--- src/rtl/wbm_spi_rx.sv ---
// SPI mode-0 slave receive path: pin synchronizers, MSB-first deserializer, valid/ready byte output.
// Optional sticky overrun flag enabled by defining WBM_SPI_RX_OVERRUN_EN.
module wbm_spi_rx #(
  parameter int SYNC_STAGES = 2
) (
  input  logic       clk,
  input  logic       rst,
  input  logic       spi_sck,
  input  logic       spi_csn,
  input  logic       spi_sdi,
  output logic [7:0] rx_data,
  output logic       rx_first,
  output logic       rx_valid,
  input  logic       rx_ready,
  output logic       rx_overrun,
  input  logic       overrun_clr
);

  logic [SYNC_STAGES-1:0] r_sck_sync;
  logic [SYNC_STAGES-1:0] r_csn_sync;
  logic [SYNC_STAGES-1:0] r_sdi_sync;
  logic                   r_sck_hist;
  logic [2:0]             r_cnt;
  logic [7:0]             r_shift;
  logic                   r_first_pend;
  logic [7:0]             r_data;
  logic                   r_first;
  logic                   r_valid;

  logic       w_sck;
  logic       w_csn;
  logic       w_sdi;
  logic       w_rise;
  logic       w_done;
  logic       w_take;
  logic [7:0] w_shift_nxt;

  assign w_sck       = r_sck_sync[SYNC_STAGES-1];
  assign w_csn       = r_csn_sync[SYNC_STAGES-1];
  assign w_sdi       = r_sdi_sync[SYNC_STAGES-1];
  assign w_rise      = w_sck & ~r_sck_hist & ~w_csn;
  assign w_shift_nxt = {r_shift[6:0], w_sdi};
  assign w_done      = w_rise & (r_cnt == 3'd7);
  assign w_take      = w_done & (~r_valid | rx_ready);

  // Reset values mirror the idle pins so no false sck edge appears
  always_ff @(posedge clk) begin
    if (rst) begin
      r_sck_sync <= '0;
      r_csn_sync <= '1;
      r_sdi_sync <= '0;
      r_sck_hist <= 1'b0;
    end else begin
      r_sck_sync <= {r_sck_sync[SYNC_STAGES-2:0], spi_sck};
      r_csn_sync <= {r_csn_sync[SYNC_STAGES-2:0], spi_csn};
      r_sdi_sync <= {r_sdi_sync[SYNC_STAGES-2:0], spi_sdi};
      r_sck_hist <= w_sck;
    end
  end

  always_ff @(posedge clk) begin
    if (rst) begin
      r_cnt        <= 3'd0;
      r_shift      <= 8'd0;
      r_first_pend <= 1'b1;
      r_data       <= 8'd0;
      r_first      <= 1'b0;
      r_valid      <= 1'b0;
    end else begin
      if (w_csn) begin
        r_cnt        <= 3'd0;
        r_shift      <= 8'd0;
        r_first_pend <= 1'b1;
      end else if (w_rise) begin
        r_shift <= w_shift_nxt;
        r_cnt   <= r_cnt + 3'd1;
      end
      // A completing byte may replace the held one in the cycle it is consumed
      if (w_take) begin
        r_data       <= w_shift_nxt;
        r_valid      <= 1'b1;
        r_first      <= r_first_pend;
        r_first_pend <= 1'b0;
      end else if (r_valid && rx_ready) begin
        r_valid <= 1'b0;
      end
    end
  end

`ifdef WBM_SPI_RX_OVERRUN_EN
  logic r_ovr;
  logic w_drop;

  assign w_drop = w_done & r_valid & ~rx_ready;

  always_ff @(posedge clk) begin
    if (rst) begin
      r_ovr <= 1'b0;
    end else if (w_drop) begin
      r_ovr <= 1'b1;
    end else if (overrun_clr) begin
      r_ovr <= 1'b0;
    end
  end

  assign rx_overrun = r_ovr;
`else
  logic w_unused;

  assign w_unused   = overrun_clr;
  assign rx_overrun = 1'b0;
`endif

  assign rx_data  = r_data;
  assign rx_first = r_first;
  assign rx_valid = r_valid;

endmodule

--- config.mk ---
export PLATFORM = sky130hd
export DESIGN_NAME = wbm_spi_rx
export DESIGN_NICKNAME = d
export VERILOG_FILES = /design/src/rtl/wbm_spi_rx.sv
export SDC_FILE = /design/constraint.sdc
export NUM_CORES = 1
export LEC_CHECK = 0
export ABC_CLOCK_PERIOD_IN_PS = 1600
export CAP_MARGIN = 40
export CORE_MARGIN = 1
export CORE_UTILIZATION = 37
export CTS_CLUSTER_DIAMETER = 200
export CTS_CLUSTER_SIZE = 10
export DETAILED_ROUTE_END_ITERATION = 8
export GPL_TIMING_DRIVEN = 0
export HOLD_SLACK_MARGIN = 0.02
export PLACE_DENSITY = 0.7
export SYNTH_ARGS = -nofsm -noshare
export SYNTH_HDL_FRONTEND = slang
export SYNTH_SLANG_ARGS = --single-unit
--- constraint.sdc ---
create_clock -name clk -period 1.6 [get_ports clk]
set_input_delay 0.4 -clock clk [delete_from_list [all_inputs] [get_ports clk]]
set_output_delay 0.4 -clock clk [all_outputs]
set_load 0.03 [all_outputs]
### Word level (Yosys, flattened, before mapping)

Cells that the tools add are included.
W data, S select, Z words.

| word-level totals | value |
|---|---|
| register bits | 28 |
| input bits | 7 |
| word-level logic and storage cells | 28 |

| operators by class | value |
|---|---|
| add/sub/neg operators | 1 |
| equal/unequal tests | 1 |
| mux-type cells | 4 |
| bitwise operators | 8 |
| reduce and logical (&&, ||, !) cells | 4 |

Operator list:

| cell | count |
|---|---|
| $and A1 B1 Y1 | 4 |
| $mux W1 | 4 |
| $reduce_bool A2 Y1 | 2 |
| $add A3 B1 Y3 const B | 1 |
| $eq A3 B3 Y1 const B | 1 |
| $not A1 Y1 | 3 |
| $reduce_or A2 Y1 | 1 |
| $logic_and A1 B1 Y1 | 1 |
| $or A1 B1 Y1 | 1 |

### Longest topological paths before layout

| logic depth | value |
|---|---|
| depth after elaboration | 6 |
| gate-level depth with buffers | 5 |
| mapped depth without buffers | 4 |

### Worst setup path after synthesis

OpenSTA, ideal clock, no wires.

| timing | value |
|---|---|
| path type | register to register |
| from | reg r_cnt[0] |
| to | reg r_data[0] (netlist: rx_data[0]) |
| setup time | 0.119 ns |
| arrival time | 1.059 ns |
| required time | 1.481 ns |
| slack | 0.422 ns |
| stages on the path, launching flop included | 6 |
| period minus slack after synthesis | 1.178 ns |
| cells stage by stage | dfxtp_1 ha_1 ha_1 and3_1 buf_6 mux2i_1 |

| between the ends | value |
|---|---|
| word-level cells in the longest chain between the ends | 3 |

Ends and longest elaborated chain:

| what | line | text |
|---|---|---|
| start, declared | 23 | `logic [2:0] r_cnt;` |
| start signal, assigned | 76 | `r_cnt <= r_cnt + 3'd1;` |
| $eq A3 B3 Y1 | 43 | `assign w_done = w_rise & (r_cnt == 3'd7);` |
| $and A1 B1 Y1 | 43 |  |
| $and A1 B1 Y1 | 44 | `assign w_take = w_done & (~r_valid \| rx_ready);` |
| end signal, assigned | 80 | `r_data <= w_shift_nxt;` |
| end, declared | 26 | `logic [7:0] r_data;` |

No other way between the ends.
A chain may end at the register's enable or synchronous reset.

### Final worst setup path

| timing | value |
|---|---|
| from | reg r_data[6] (netlist: rx_data[6]) |
| to | out rx_data[6] |

RTL lines:

| what | line | text |
|---|---|---|
| end, declared | 11 | `output logic [7:0] rx_data,` |

No word-level cell between the ends.

==> impl_metrics.toml <==
[synth]
netlist_instances = 100
syn_area_mm2 = 0.00107
synth_cell_types = 20
synth_area_leaders = "dfxtp_1, mux2i_1, nand2b_1"
netlist.top_cell.by_area = "dfxtp_1"
avgSynthCellArea_um2 = 10.7
seq_area_frac_synth_pct = 52.5
syn_nets = 109
yosysTopAreaCellShare_pct = 52.5
yosys_register_bits = 28
yosys_warnings = 0

[route]
drt_iter0_markers = 7
dr.pass1.iters = 4
wl_per_cell_um = 10.6
totalWireLength_um = 1590
ant_nets = 0
num_vias = 678
drc_errors = 0
avgViaCountPerCell = 4.52

[floorplan]
die_area_mm2 = 0.00311
start_util_pct = 38.7
placementRows = 19
ioPinCount = 18
die_h_um = 55.7
core_area_mm2 = 0.00276
die_w_um = 55.7

[layout]
fillCellCount = 276
final_net_count = 129
layout_common_cells = "dfxtp_1, nand2b_1, mux2i_1, nor2_1, dlygate4sd2_1"
antenna_cells = 0
area_growth_pct = 19.9
layout_commonest_cell = "dfxtp_1"
drive_gt1_share_pct = 8.40

[sta]
whs_ns = 0.427
maxSlewViolCount = 0
min_period_ns = 1.48
min_period_over_period_pct = 92.8
final_hold_viol_count = 0
rsz0062_at_grt = "no"
fmax_ghz = 0.674
setup-violations-final = 0
worst_clock_skew_ns = 0.00651

[worst_setup_path]
r2r-end = "rx_first"
slowest_stage = "dlygate4sd2_1"
cp-end-kind = "output pin"
path_max_fanout = 2
crit_buf_inv = 1
slowest_delay_ns = 0.40
path_cells = "dlygate4sd2_1"
ff2ff_path_depth = 5
cp-start-kind = "flop"
critPathKind = "flop to output pin"
crit_family = "buffers and inverters"
r2r_slack_ns = 0.32
worst-endpoint-arrival_ns = 1.08
rr_startpoint = "r_cnt[0]"
cp.required_ns = 1.20

[clocking]
cts-htree-levels = 1
clock_latency_ns = 0.32
root_buffer = "clkbuf_4"
cts_setup_buffers = 0
clock-sinks = 28
ctsResizeCount = 10
clkTransAtPathRegs_ns = 0.14
cts_tree = "yes"
cts_buffer_depth = 2
ctsHoldBuffers = 0
cts_buffers = 3

[hold_path]
whs_path_depth = 1
holdPathEnd = "r_csn_sync[1]"
min_path_type = "flop to flop"
hp-start = "r_csn_sync[0]"

[run]
maxCapViolCount = 0

[power]
p_int_mw = 0.872
cellPowerDensity_mw_per_mm2 = 847
p_clk_share_pct = 30.5
swShare_pct = 19.6
combinationalPowerShare_pct = 4.3
pwr-share-seq_pct = 65.2
power_switching_mw = 0.213
ir_drop_mv = 0.575
report.power.total_mw = 1.08
power.leakage_nw = 0.499

[placement]
place.gp.congestion = 0.720
io_buffers = 15
dpl.hpwl_um = 1150

[global_route]
grt_pass1_wl_um = 2930
antenna_found_initial = 0
overflow = 0
grt_pass1_vias = 673
grt_max_degree = 16
gr-usage-all-layers_pct = 11.8

[outcome]
outcome = "finished, final reports clean"
-- registers in the layout (all words and copies together) (netlist names) --
register,count
rx_data,8
r_shift,7
r_cnt,3
r_csn_sync,2
r_sck_sync,2
r_sdi_sync,2
r_first_pend,1
r_sck_hist,1
rx_first,1
rx_valid,1
-- cells by family after synthesis --
group | after synthesis | share of synthesized area (%)
AO/OA/AOI/OAI | 2 | 1.17
multiplexers | 18 | 16.9
other | 1 | 0.351
adder cells (fa/ha/maj) | 2 | 2.34
flip-flops | 28 | 52.5
buffers and inverters | 7 | 3.98
AND/OR/NAND/NOR | 41 | 22.0
XOR/XNOR | 1 | 0.820
-- cell usage after synthesis (all sizes together) --
master	count
or2	3
clkbuf	2
nor2	10
nand2	1
conb	1
inv	1
mux2i	18
xnor2	1
buf	4
a21oi	1
o21bai	1
dfxtp	28
nor3b	1
ha	2
nand2b	19
nor2b	6
and3	1
-- power by group through the flow --
stage                     Clock, mW  Combinational, mW  Sequential, mW
after floorplan                   0             0.0288           0.723
after global placement            0             0.0465           0.723
after detailed placement          0             0.0474           0.723
after CTS                     0.346             0.0477           0.708
after global routing          0.374             0.0515           0.709
final                         0.330             0.0467           0.708
-- worst max-delay path by stage --
stage               depth (start not counted)  slack (ns)         end  startpoint
floorplan                                   5        0.42  rx_data[0]    r_cnt[0]
global placement                            4       -0.13  rx_data[5]         rst
detailed placement                          4       -0.15  rx_data[6]         rst
CTS                                         1         0.1  rx_data[6]  rx_data[6]
global route                                1        0.04    rx_first    rx_first
finish                                      1        0.12  rx_data[6]  rx_data[6]
-- per-stage QoR --
| stage | std cells | TNS, ns | utilization, % | cell area [µm²] | setup slack, ns |
|---|---|---|---|---|---|
| 4_1_cts | 150 | 0 | 46.5 | 1280 | 0.0975 |
| 3_3_place_gp | 146 | -0.995 | 45.6 | 1260 | -0.127 |
| 6_report | 150 | 0 | 46.5 | 1280 | 0.116 |
| 2_1_floorplan | 100 | 0 | - | 1070 | 0.422 |
| 5_1_grt | 150 | 0 | 46.5 | 1280 | 0.0446 |
| 3_5_place_dp | 146 | -1.28 | 45.6 | 1260 | -0.154 |
-- metal layers --
metal	part of all wire [%]	GRT usage, %	up-vias
met5	0	0	-
met4	0	2.14	0
met3	6.2	4.65	0
met2	47	20.3	16
met1	47	14.0	307
li1	-	-	355
-- area by class of cell --
class / instances / area [µm²] / area share (%)
flip-flops and latches: 28 / 561 / 43.7
repair buffers: 15 / 138 / 10.7
inverters: 1 / 3.75 / 0.293
clock buffers: 4 / 36.3 / 2.83
well taps: 31 / 38.8 / 3.03
multi-input cells: 65 / 465 / 36.3
plain buffers: 6 / 38.8 / 3.03
Power figures use the tool's default switching activity.
